**config.mk**
```make
export PLATFORM = sky130hd
export DESIGN_NAME = shift_sequencer
export DESIGN_NICKNAME = d
export VERILOG_FILES = /design/src/rtl/shift_sequencer.sv
export SDC_FILE = /design/constraint.sdc
export NUM_CORES = 1
export LEC_CHECK = 0
export BUFFER_PORTS_ARGS = -buffer_cell sky130_fd_sc_hd__buf_2
export CELL_PAD_IN_SITES_DETAIL_PLACEMENT = 2
export CELL_PAD_IN_SITES_GLOBAL_PLACEMENT = 2
export CORE_UTILIZATION = 29
export CTS_BUF_LIST = sky130_fd_sc_hd__clkbuf_2
export DETAILED_ROUTE_END_ITERATION = 10
export PLACE_DENSITY = 0.89
export SETUP_SLACK_MARGIN = 0.05
export SYNTH_ARGS = -nofsm -noshare
export SYNTH_HDL_FRONTEND = slang
export SYNTH_SLANG_ARGS = --single-unit
export TNS_END_PERCENT = 100
```
**constraint.sdc**
```tcl
create_clock -name clk -period 4.4 [get_ports clk]
set_input_delay 0.88 -clock clk [delete_from_list [all_inputs] [get_ports clk]]
set_output_delay 0.88 -clock clk [all_outputs]
set_load 0.03 [all_outputs]
```
**src/rtl/shift_sequencer.sv**
```systemverilog
// rtl/shift_sequencer.sv - iterative multi-cycle shifter (LSL/LSR/ASR/ROR) with valid/ready handshakes
// Shifts STEP bit positions per cycle and reports Z, N and Cout with the final result.
module shift_sequencer #(
  parameter int STEP = 1
) (
  input  logic        clk,
  input  logic        rst,
  input  logic        in_valid,
  output logic        in_ready,
  input  logic [1:0]  op,
  input  logic [31:0] A,
  input  logic [31:0] C,
  output logic        out_valid,
  input  logic        out_ready,
  output logic [31:0] B,
  output logic        Z,
  output logic        N,
  output logic        Cout,
  output logic        busy
);

  typedef enum logic [1:0] {IDLE, SHIFT, DONE} state_t;

  localparam logic [1:0] OP_LSL = 2'b00;
  localparam logic [1:0] OP_LSR = 2'b01;
  localparam logic [1:0] OP_ASR = 2'b10;
  localparam logic [1:0] OP_ROR = 2'b11;
  localparam logic [5:0] STEP_W = 6'(STEP);

  state_t      state_q, state_d;
  logic [31:0] work_q, work_d;
  logic [1:0]  op_q, op_d;
  logic [5:0]  rem_q, rem_d;
  logic        z_q, z_d, n_q, n_d, cout_q, cout_d;

  logic [5:0]  n_eff;
  logic [5:0]  k;
  logic [31:0] shifted;
  logic        shout;

  // Rotates wrap modulo 32; linear shifts saturate at 32, where the result is fully determined.
  always_comb begin
    if (op == OP_ROR) begin
      n_eff = {1'b0, C[4:0]};
    end else if (C > 32'd32) begin
      n_eff = 6'd32;
    end else begin
      n_eff = C[5:0];
    end
  end

  always_comb begin
    k       = (rem_q < STEP_W) ? rem_q : STEP_W;
    shifted = work_q;
    shout   = 1'b0;
    case (op_q)
      OP_LSL: begin
        shifted = work_q << k;
        shout   = work_q[5'(6'd32 - k)];
      end
      OP_LSR: begin
        shifted = work_q >> k;
        shout   = work_q[5'(k - 6'd1)];
      end
      OP_ASR: begin
        shifted = 32'($signed(work_q) >>> k);
        shout   = work_q[5'(k - 6'd1)];
      end
      default: begin
        // The bit leaving at bit 0 on the last step lands in bit 31, so it doubles as Cout.
        shifted = (work_q >> k) | (work_q << (6'd32 - k));
        shout   = work_q[5'(k - 6'd1)];
      end
    endcase
  end

  always_comb begin
    state_d   = state_q;
    work_d    = work_q;
    op_d      = op_q;
    rem_d     = rem_q;
    z_d       = z_q;
    n_d       = n_q;
    cout_d    = cout_q;
    in_ready  = 1'b0;
    out_valid = 1'b0;
    busy      = 1'b1;
    case (state_q)
      IDLE: begin
        in_ready = 1'b1;
        busy     = 1'b0;
        if (in_valid) begin
          work_d = A;
          op_d   = op;
          rem_d  = n_eff;
          cout_d = 1'b0;
          if (n_eff == 6'd0) begin
            state_d = DONE;
            z_d     = (A == 32'd0);
            n_d     = A[31];
          end else begin
            state_d = SHIFT;
          end
        end
      end
      SHIFT: begin
        work_d = shifted;
        rem_d  = rem_q - k;
        cout_d = shout;
        if (rem_q == k) begin
          state_d = DONE;
          z_d     = (shifted == 32'd0);
          n_d     = shifted[31];
        end
      end
      DONE: begin
        out_valid = 1'b1;
        if (out_ready) begin
          state_d = IDLE;
        end
      end
      default: state_d = IDLE;
    endcase
  end

  always_ff @(posedge clk) begin
    if (rst) begin
      state_q <= IDLE;
      work_q  <= 32'd0;
      op_q    <= 2'b00;
      rem_q   <= 6'd0;
      z_q     <= 1'b0;
      n_q     <= 1'b0;
      cout_q  <= 1'b0;
    end else begin
      state_q <= state_d;
      work_q  <= work_d;
      op_q    <= op_d;
      rem_q   <= rem_d;
      z_q     <= z_d;
      n_q     <= n_d;
      cout_q  <= cout_d;
    end
  end

  assign B    = work_q;
  assign Z    = z_q;
  assign N    = n_q;
  assign Cout = cout_q;

endmodule

```
Yosys cells after proc, flatten, opt, wreduce, memory -nomap -nowiden
Index checks and enable logic that the tools add are counted.
{ "classes": {"n_reduce_logical": 10, "mux": 31, "n_bitwise": 1, "n_eq_ne": 10, "shift": 4, "add_sub_neg": 3, "order_cmp": 4} }
{ "ops": {"columns": ["operator", "n"], "rows": [
  ["32-bit case mux with 3 select lines", 1],
  ["32-bit logical NOT", 2],
  ["32-bit case mux with 2 select lines", 1],
  ["32-bit by 6-bit << shifter with 32-bit output", 2],
  ["32-bit by 6-bit > comparator with 1-bit output, second input constant", 1],
  ["32-bit 2-to-1 mux", 1],
  ["32-bit OR", 1],
  ["32-bit by 6-bit >> shifter with 32-bit output", 1],
  ["32-bit by 6-bit >>> shifter with 32-bit output", 1],
  ["6-bit 2-to-1 mux", 4],
  ["1-bit 2-to-1 mux", 13],
  ["5-bit by 6-bit < comparator with 1-bit output, second input constant", 2],
  ["6-bit case mux with 2 select lines", 1],
  ["1-bit binary-select mux with 5-bit select", 2],
  ["2-bit 2-to-1 mux", 4],
  ["2-bit != test, second input constant", 4],
  ["2-bit equality test, second input constant", 3],
  ["6-bit equality test", 1],
  ["6-bit logical NOT", 1],
  ["6-bit by 1-bit < comparator with 1-bit output, second input constant", 1],
  ["1-bit case mux with 2 select lines", 3],
  ["2-bit case mux with 3 select lines", 1],
  ["6-bit subtractor", 1],
  ["6-bit subtractor, first input constant", 1],
  ["7 further kinds", 10]
]} }
{ "word_totals": {"output_inout_bits": 38, "regBits": 45, "elab_cells": 70} }

Logic depth before layout (Yosys ltp)
Gate-level depths: netlist (run 1).
{ "logic_depth": {"depth_word": 9, "depth_mapped": 14, "ltp_nobuf": 11} }

Least setup slack after synthesis (run 1)
OpenSTA, ideal clock, no wires.
{ "synth_path": {"kind": "reg2reg", "start": "reg rem_q[2]", "end": "reg n_q (netlist: N)", "synth_period_minus_slack_ns": 3.079, "n_path_buf": 2, "arrival_ns": 2.951, "required_time_ns": 4.272, "setup_slack_ns": 1.321, "path_stages_with_launch": 12, "cell_sequence": "dfxtp_1 -> nor4_4 -> nand2_4 -> inv_2 -> buf_2 -> ha_1 -> clkbuf_1 -> mux4_1 -> a221o_1 -> o21ba_1 -> mux2i_1 -> nor2_1"} }
{ "synth_via": {"elab_chain_cells": 8} }
{ "synth_rtl": {"columns": ["item", "line", "text"], "rows": [
  ["from (decl)", "33", "logic [5:0] rem_q, rem_d;"],
  ["from (signal assigned)", "139", "rem_q <= rem_d;"],
  ["6-bit by 1-bit < comparator with 1-bit output", "53", "k = (rem_q < STEP_W) ? rem_q : STEP_W;"],
  ["6-bit 2-to-1 mux", "53", null],
  ["6-bit subtractor", "71", "shifted = (work_q >> k) | (work_q << (6'd32 - k));"],
  ["32-bit by 6-bit << shifter with 32-bit output", "71", null],
  ["32-bit OR", "71", null],
  ["32-bit case mux with 3 select lines", "56", "case (op_q)"],
  ["1-bit 2-to-1 mux", "110", "if (rem_q == k) begin"],
  ["1-bit case mux with 2 select lines", "88", "case (state_q)"],
  ["to (signal assigned)", "141", "n_q <= n_d;"],
  ["to (decl)", "34", "logic z_q, z_d, n_q, n_d, cout_q, cout_d;"]
]} }
Parallel ways exist; a longest one is shown, timed or not. The select of a mux whose other input is x is not followed.
A chain may end at the register's enable or synchronous reset.

Final worst setup path (run 1)
{ "layout_path": {"start": "reg rem_q[2]", "end": "reg z_q (netlist: Z)"} }
{ "layout_via": {"elab_chain_cells": 9} }
{ "layout_rtl": {"columns": ["item", "line", "text"], "rows": [
  ["6-bit by 1-bit < comparator with 1-bit output", "53", null],
  ["6-bit 2-to-1 mux", "53", null],
  ["6-bit subtractor", "71", null],
  ["32-bit by 6-bit << shifter with 32-bit output", "71", null],
  ["32-bit OR", "71", null],
  ["32-bit case mux with 3 select lines", "56", null],
  ["32-bit logical NOT", "112", "z_d = (shifted == 32'd0);"],
  ["1-bit 2-to-1 mux", "110", null],
  ["1-bit case mux with 2 select lines", "88", null],
  ["to (signal assigned)", "140", "z_q <= z_d;"],
  ["to (decl)", "34", null]
]} }
Parallel ways exist; a longest one is shown, timed or not. The select of a mux whose other input is x is not followed.

==> metrics, run 1 <==
Slew headroom 37.41%; HP Class register to register; Int Power 1.092 mW; Post-Route WL 17.99 mm; vias in the first global route 4739; Detailed Routing Iterations Pass 1 5; Yosys top cell area share 25.43%; switching share of power 55.27%; Max Fclk 293.8 MHz; P_sw 1.349 mW; leakage 1.663 nW; Netlist cell types 64; CTS root buffer clkbuf_2; Syn Area/Cell 7.141 um^2; Die H 112.5 um; Register Area 900.9 um^2; final hold vios 0; Synth area leader dfxtp_1; post-synthesis register bit count 45; Synth Warn # 0; Antenna Cells 0; worst-margin pin slew 0.9389 ns; initial core utilization 29.61%; multi-input logic area 2432 um^2; # port buffers 107; async set-reset flop share out of synthesis 0%; post-synthesis sequential area ratio 25.43%; standard-cell rows 40; Arr. time, crit path 3.84 ns; Critical Path RT 4.83 ns; WL/cell 24.71 um; Post-synth EDFFs 0; Vias/cell 6.271; CTS Hold Buffers Added 0; FILL cells 1421; first-pass GRT wire length 28.05 mm; worst setup path category register to register; Setup TNS 0 ns; gr busiest metal met2; min cycle time layout 3.404 ns; combinational share of power 62.7%; VDD IR max 0.0002443 V; clk_lat worst skew 0.47 ns; CTS sink cnt 45; post-route ant nets 0; synth top area cells dfxtp_1 25%, nand2_1 7.6%, nor2_1 6.6%; post-cts sizing count 0; period utilisation layout 77.36%; setup violators final 0; met3 Use GR 4.590%; Num CTS Buffers 5; nets 653; Syn Nets 569; Core Area 11960 um^2; # Max-Cap Violations 0; max-slew violations 0; die width 112.5 um; clk_skew 0.03759 ns; Seq pwr share 27.1%; Bufs on Longest Clock Path 2; drt first-iter violations 421; post-DP HPWL 13.30 mm; Setup Buffers After CTS 0; clock share of power 10.3%; CTS tree yes; H-tree lvl count 2; DRC 0; via count 4565; met2 Resource Use GR 47.45%; share of cells above drive strength 1 24.10%; startpoint types register; global route overflow 0; Global Route Usage Sum 28.77%; Netlist Area Pre-Place 3542 um^2; Final Wtd Congestion 0.9667; Die Footprint 12660 um^2; status finished, final reports clean; Top-Level Pins 108; RSZ-0062 raised after global routing false; initial antenna violation count 0; CP Max Fanout 19; Worst setup EP type register; Cell Pwr Density 576.1 nW/um^2; commonest register cell after synthesis dfxtp_1; PnR Total Power 2.441 mW; routing usage on met1 39.03%; CTS clk-pin slew, worst paths 0.28 ns; Area Overhead vs Synth 19.60%; Reg2Reg Setup Slack 1.0 ns; pin count of the biggest net entering global routing 49; Synth Instances 496
## through the flow
stage / cells / hold WS, ns / area (um^2) / setup slack [ns] / utilization, %
6_report: 728 / 0.5905 / 4237 / 0.9962 / 35.42
5_1_grt: 728 / 0.6079 / 4237 / 0.7798 / 35.42
4_1_cts: 728 / 0.5858 / 4237 / 1.079 / 35.42
3_5_place_dp: 720 / 0.5567 / 4173 / 1.123 / 34.88
3_3_place_gp: 720 / 0.5487 / 4173 / 1.242 / 34.88
2_1_floorplan: 496 / 0.5271 / 3542 / 1.321 / -
## path summary, 6_finish.rpt
| path | startpoint | end | cells past startpoint |
|---|---|---|---|
| min reg2reg | N | N | 2 |
| max reg2reg | rem_q[2] | Z | 11 |
| min | N | N | 2 |
| max | rem_q[2] | Z | 11 |
## cells in the final DEF (no fill, tap or decap), types with 5 or more instances in the layout
cell and n:
a211oi_1 7, a21oi_1 46, a221oi_1 20, a22oi_1 18, a31oi_1 9, buf_2 107
buf_4 11, clkbuf_2 6, dfxtp_1 45, inv_1 9, mux2i_1 13, nand2_1 72
nand3_1 11, nor2_1 62, nor2b_1 5, nor3_1 11, nor4_1 18, o21ai_0 16
o21ai_1 5, or4_1 6
## critical path, stage by stage, from the launching register on
cell	delay [ns]
dfxtp_1	0.43
nor4_4	0.59
nand2_4	0.09
inv_2	0.09
ha_1	0.48
buf_4	0.31
mux2_2	0.31
a211oi_1	0.29
o21ai_1	0.09
nor4_1	0.40
nand4_1	0.15
o21ai_1	0.16
## cells in the mapped netlist, types with 3 or more instances
library cell	count
a211oi_1	7
nand2_1	72
o21ai_0	16
nor3_1	11
nand4_1	3
nor2b_1	5
a21oi_1	46
buf_2	5
or2_1	3
inv_1	9
mux2i_1	13
nor4_1	18
nand2b_1	4
o22ai_1	3
a22oi_1	18
ha_1	3
and2_1	4
mux4_2	3
a311oi_1	3
nand3_1	11
o21ai_1	5
o221ai_1	4
nor2_1	62
dfxtp_1	45
o211ai_1	3
or4_1	6
or3_1	4
mux2_2	4
a221oi_1	20
a31oi_1	9
clkbuf_1	32
## area by class of cell
cell class	instances	share of cell area, %
inverter	10	0.8860
timing repair buffer	118	14.59
multi-input combinational	400	57.41
clock buffer	6	0.7088
clock inverter	2	0.7974
sequential	45	21.26
tap	147	4.341
## layer usage
metal  vias up  routed length, um
li1       2039                  -
met1      2275               7834
met2       204               8436
met3        47               1280
met4         0                439
met5         -                  0
## registers in the layout, summed over array words and instances, names as in the netlist
| signal | cells |
|---|---|
| rem_q | 6 |
| N | 1 |
| Z | 1 |
| Cout | 1 |
| op_q | 2 |
| B | 32 |
| state_q | 2 |
## power groups by stage
stage | Clock, mW | Combinational [mW] | Sequential (mW)
after floorplan | 0 | 0.945 | 0.685
after global placement | 0 | 1.43 | 0.655
after detailed placement | 0 | 1.48 | 0.659
after CTS | 0.249 | 1.50 | 0.652
after global routing | 0.264 | 1.64 | 0.669
final | 0.250 | 1.53 | 0.661
## cells by family after synthesis
| family | Yosys count | share of synthesized area, % |
|---|---|---|
| buf+inv | 51 | 5.899 |
| flops | 45 | 25.43 |
| compound gates | 158 | 30.24 |
| other cells | 1 | 0.1059 |
| mux | 23 | 8.230 |
| simple gates | 215 | 29.04 |
| fa+ha+maj | 3 | 1.060 |
Power figures use the tool's default switching activity.
==> inputs of run 2 (changes only) <==
- ABC_AREA: default -> 1
- CORE_UTILIZATION: 29 -> 24
- PLACE_DENSITY: 0.89 -> 0.84
- clock period: 4.4 -> 3.1 ns (I/O delays scaled with it)
==> run 2 against run 1 <==
Net effect: via count rose by 18%; register-to-register slack got worse by 0.58 ns; worst hold slack worse by 0.20 ns; critical path type unchanged; critical endpoint is now N; sequential share of layout area decreased by 2.4 points; cell count increased by 41%; largest cell class unchanged; clock skew is 0.014 ns lower; sequential cell count did not move; fmax up 27%; combinational power up 120%; largest power group unchanged; die area increased by 35%; wire length grew 9.4%.
==> metrics, run 2 <==
Crit Reg-Reg Startpoint rem_q[4]; count leader, synth nand2_1; met3 Use GR 2.280% (-2.3 points); DP Cell Count 1020 (+42%); post-synthesis register bit count 45 (unchanged); vias in the first global route 5752 (+21%); hold path startpoint out_ready; CTS root buffer clkbuf_2; first-pass GRT wire length 31.05 mm (+11%); Synth Instances 717 (+45%); pin count of the biggest net entering global routing 37 (-24%); Vias/cell 5.258 (-16%); standard-cell rows 46 (+15%); PnR Total Power 4.381 mW (+80%); Die Footprint 17090 um^2 (+35%); final std cells w/o fill 1028 (+41%); Worst setup startpoint rem_q[4]; setup violators final 0 (unchanged); Top-Level Pins 108 (unchanged); post-cts sizing count 0 (unchanged); gr busiest metal met2; Num CTS Buffers 5 (unchanged); post-DP HPWL 15.79 mm (+19%); Detailed Routing Iterations Pass 1 4 (-1); Area Overhead vs Synth 20.01%; Yosys top cell area share 22.66% (-2.8 points); Bufs on Longest Clock Path 2 (unchanged); RSZ-0062 raised after global routing false; Critical Path RT 3.48 ns (-1.35 ns); Synth area leader dfxtp_1; share of cells above drive strength 1 18.37% (-5.7 points); most common cell after layout, fill and taps aside nand2_1; Max Fclk 373.3 MHz (+27%); synth top area cells dfxtp_1 23%, nand2_1 22%, nand3_1 11%; Design Area, Final 4772 um^2 (+13%); initial core utilization 24.85% (-4.8 points); via count 5405 (+18%); Slew headroom 51.61% (+14 points); Arr. time, crit path 3.06 ns (-0.78 ns); routing usage on met1 30.10% (-8.9 points); CTS tree yes; post-synthesis sequential area ratio 22.66% (-2.8 points); clk_lat worst skew 0.47 ns (about the same); Worst setup EP type register; leakage 2.364 nW (+42%); CTS sink cnt 45 (unchanged); max-slew violations 0 (unchanged); WL/cell 19.14 um (-23%); max reg flops 32 (unchanged); min cycle time layout 2.679 ns (-0.7247 ns); Syn Nets 790 (+39%); HP Class input port to register; # Max-Cap Violations 0 (unchanged); placed cell area 4736 um^2 (+13%); period utilisation layout 86.42% (+9.1 points); CP Max Fanout 17 (-2); Synth Warn # 0 (unchanged); Cell Pwr Density 918.1 nW/um^2 (+59%); Netlist cell types 37 (-42%); clk_skew 0.02319 ns (-0.01440 ns); nets 884 (+35%); async set-reset flop share out of synthesis 0% (unchanged); Setup TNS 0 ns (unchanged); Setup Buffers After CTS 0 (unchanged); met2 Resource Use GR 42.64% (-4.8 points); synth cell count leaders 230 x nand2_1, 93 x nor2_1, 89 x nand3_1, 65 x inv_1, 45 x dfxtp_1; H-tree lvl count 2 (unchanged); post-route ant nets 0 (unchanged); Global Route Usage Sum 23.93% (-4.8 points); Post-synth EDFFs 0 (unchanged); commonest non-fill, non-tap cells in the layout 230 x nand2_1, 107 x buf_2, 92 x nor2_1; Syn Area/Cell 5.546 um^2 (-22%); commonest register cell after synthesis dfxtp_1; FILL cells 2147 (+51%); worst setup path category register to register; initial antenna violation count 1 (+1); Post-Route WL 19.68 mm (+9.4%); Die H 130.7 um (+16%); # port buffers 107 (unchanged); post-layout util 29.82% (-5.6 points); status finished, final reports clean; VDD IR max 0.0002972 V (+22%); drt first-iter violations 292 (-31%); CTS Hold Buffers Added 0 (unchanged); startpoint types register; Final Wtd Congestion 0.8684 (-10%); DRC 0 (unchanged); CTS clk-pin slew, worst paths 0.23 ns (-0.05 ns); worst-margin pin slew 0.7192 ns (-0.2197 ns); Netlist Area Pre-Place 3976 um^2 (+12%); global route overflow 0 (unchanged); final hold vios 0 (unchanged); Core Area 16000 um^2 (+34%); die width 130.7 um (+16%)
==> run 2: changes by cell type after synthesis, moves of 9 or more <==
cell	before	now
nand2_1	72	230
nand3_1	11	89
inv_1	9	65
nor2_1	62	93
a22oi_1	18	0
clkbuf_1	32	15
o21ai_0	16	33
mux2i_1	13	0
nand4_1	3	15
nor4_1	18	8
a221oi_1	20	11
==> run 2: routing by layer <==
layer  vias to the layer above  routed length [um]
li1                       2546                   -
met5                         -                   0
met3                        29                 844
met4                         0                 464
met1                      2686                8610
met2                       144                9761
==> run 2: path summary, 6_finish.rpt <==
check                                  end  slack (ns)  depth (start not counted)
worst max register to register           N        0.42                         15
worst min register to register        Cout        0.49                          2
worst max-delay path                     N        0.42                         15
worst min-delay path            state_q[1]        0.39                          4
==> run 2: where the power goes <==
group	switching, mW	leakage [nW]	internal [mW]
Combinational	2.37	1.97	0.947
Clock	0.216	0.0265	0.0523
Sequential	0.108	0.371	0.686
==> run 2: stage by stage <==
stage                     worst slack (ns)  hold WS, ns
after floorplan                     0.6191       0.4808
after global placement              0.6214       0.4561
after detailed placement            0.4790       0.4693
after CTS                           0.4430       0.3723
after global routing                0.2367       0.3819
final                               0.4209       0.3902
==> run 2: layout make-up <==
cell class | instances | area [um^2] | share of cell area, %
inverters | 69 | 259.0 | 5.427
diodes | 1 | 2.502 | 0.05244
well taps | 216 | 270.3 | 5.663
flip-flops and latches | 45 | 900.9 | 18.88
clock inverters | 1 | 3.754 | 0.07866
clock buffers | 6 | 30.03 | 0.6293
repair buffers | 125 | 683.2 | 14.32
multi-input cells | 565 | 2623 | 54.96
==> run 2: logic make-up after synthesis <==
logic type | synth area share [%]
flops | 22.66
buf+inv | 11.45
fa+ha+maj | 0.9441
compound gates | 16.49
other cells | 0.09431
simple gates | 47.92
xor+xnor | 0.4406
==> run 2: critical path: stages (launching register included) <==
cell and delay (ns):
dfxtp_1 0.40, nor2_2 0.14, nand2_1 0.10, nor2_4 0.10, ha_1 0.24, inv_1 0.34
buf_4 0.32, nor2_1 0.07, o21ai_0 0.18, nand2_1 0.09, nand3_1 0.11, nand2_1 0.10
nand2_1 0.07, nand3_1 0.09, a21oi_1 0.18, nor2_1 0.07
==> inputs of run 3 (changes only) <==
--- a/config.mk
+++ b/config.mk
@@ -14,4 +14,5 @@
 export DETAILED_ROUTE_END_ITERATION = 10
 export PLACE_DENSITY = 0.84
+export RECOVER_POWER = 50
 export SETUP_SLACK_MARGIN = 0.05
 export SYNTH_ARGS = -nofsm -noshare
==> constraint.sdc (replaced) <==
create_clock -name clk -period 3.1 [get_ports clk]
set_input_delay 0.93 -clock clk [delete_from_list [all_inputs] [get_ports clk]]
set_output_delay 0.93 -clock clk [all_outputs]
set_load 0.03 [all_outputs]
==> run 3 against run 2 <==
Net effect: the flow now finishes with violations (max-capacitance violations, max-slew violations); wire length rose by 1.1%; largest power group unchanged; highest routed layer unchanged; largest cell class unchanged; critical path depth shrank 9; register-to-register slack worse by 0.09 ns; first-iteration DRC count rose by 4.8%; clock skew shrank 0.011 ns; sequential power barely moved; setup slack got worse by 0.086 ns; die area unchanged; clock-buffer cell count rose by 2.
==> metrics, run 3 (same netlist as run 2, synthesis figures left out) <==
RSZ-0062 raised after global routing false; Hold Crit Depth 2 (-2); DRC 0 (unchanged); max-slew violations 34 (+34); Detailed Routing Iterations Pass 1 5 (+1); Global Route Usage Sum 24.25% (+0.32 points); die width 130.7 um (unchanged); H-tree lvl count 2 (unchanged); Setup Buffers After CTS 0 (unchanged); final hold vios 0 (unchanged); Worst setup EP type register; Bufs on Longest Clock Path 2 (unchanged); clk_skew 0.01264 ns (-0.01056 ns); startpoint types register; vias in the first global route 5787 (+0.61%); global route overflow 0 (unchanged); commonest non-fill, non-tap cells in the layout 230 x nand2_1, 93 x nor2_1, 89 x nand3_1; period utilisation layout 89.18% (+2.8 points); reg2reg end B[19]; Area Overhead vs Synth 19.60%; clk_lat worst skew 0.47 ns (about the same); Hold Path End Cout; Arr. time, crit path 3.19 ns (+0.13 ns); most common cell after layout, fill and taps aside nand2_1; worst setup path category register to register; Reg2Reg Setup Slack 0.34 ns (-0.09 ns); # Max-Cap Violations 1 (+1); Die H 130.7 um (unchanged); violated checks max-capacitance violations, max-slew violations; first-pass GRT wire length 31.57 mm (+1.7%); CTS root buffer clkbuf_2; Crit Reg-Reg Startpoint state_q[1]; share of cells above drive strength 1 15.44% (-2.9 points); hold path startpoint Cout; leakage 2.276 nW (-3.7%); pin count of the biggest net entering global routing 34 (-8.1%); HP Class register to register; Critical Path RT 3.53 ns (+0.05 ns); CTS clk-pin slew, worst paths 0.28 ns (+0.05 ns); Post-Route WL 19.91 mm (+1.1%); post-DP HPWL 15.76 mm (-0.21%); Die Footprint 17090 um^2 (unchanged); Top-Level Pins 108 (unchanged); Setup TNS 0 ns (unchanged); nets 888 (+0.45%); initial core utilization 24.85% (unchanged); status finished, violations left; post-route ant nets 0 (unchanged); Final Wtd Congestion 0.8407 (-3.2%); initial antenna violation count 1 (unchanged); CTS sink cnt 45 (unchanged); # port buffers 107 (unchanged); PnR Total Power 4.390 mW (+0.18%); CTS Hold Buffers Added 0 (unchanged); min cycle time layout 2.765 ns (+0.08564 ns); Cell Pwr Density 923.0 nW/um^2 (+0.53%); CTS tree yes; Core Area 16000 um^2 (unchanged); FILL cells 2120 (-1.3%); worst-margin pin slew 1.643 ns (+0.9239 ns); R2R depth 6 (-9); VDD IR max 0.0002601 V (-12%); drt first-iter violations 306 (+4.8%); post-cts sizing count 0 (unchanged); via count 5427 (+0.41%); setup violators final 0 (unchanged); WL/cell 19.27 um (+0.65%); Vias/cell 5.254 (about the same); Num CTS Buffers 5 (unchanged); Max Fclk 361.7 MHz (-3.1%); Slew headroom -9.540% (-61 points); standard-cell rows 46 (unchanged); CP Max Fanout 33 (+16); max reg flops 32 (unchanged)
-- run 3: cell type report --
type                    instances  area (um^2)  share of cell area, %
multi-input cells             565         2620                  55.09
flip-flops and latches         45        900.9                  18.94
repair buffers                129        663.1                  13.94
well taps                     216        270.3                  5.683
inverters                      69        259.0                  5.446
clock buffers                   8        40.04                 0.8419
diodes                          1        2.502                0.05262
-- run 3: report_power, final --
group	total (mW)	switching (mW)	internal [mW]
logic	3.29	2.36	0.929
registers	0.795	0.108	0.686
clock network	0.301	0.235	0.0660
-- run 3: layer usage --
layer  vias up  share of wire, %  GRT usage (%)
met5         -                 0              0
met4         0               2.7          8.519
met3        39               4.0          2.402
met2       157                49          42.30
met1      2675                44          30.98
li1       2556                 -              -
-- run 3: how the worst max path moves through the flow --
stage	startpoint	end	slack, ns	cells past startpoint
after detailed placement	C[29]	Z	0.35	14
after global placement	C[29]	N	0.48	13
after CTS	rem_q[0]	Z	0.41	14
after floorplan	rem_q[2]	B[21]	0.62	16
after global routing	state_q[1]	B[18]	0.05	8
final	state_q[1]	B[19]	0.34	6
-- run 3: worst max-delay path, cell delays in order (launching register included) --
cell and delay (ns):
dfxtp_1 0.39, nor2_1 0.17, nand2_1 0.22, clkinv_1 0.12, clkbuf_1 1.19, nand2_1 0.35, a31oi_1 0.27
-- run 3: through the flow --
step,cell area [um^2],instances,utilization (%),hold WS [ns],setup slack (ns)
2_1_floorplan,3976,717,-,0.4808,0.6191
5_1_grt,4756,1033,29.72,0.5483,0.04996
3_3_place_gp,4753,1024,29.71,0.4552,0.4844
3_5_place_dp,4753,1024,29.71,0.4735,0.3512
6_report,4756,1033,29.72,0.5052,0.3353
4_1_cts,4793,1032,29.96,0.5032,0.4078
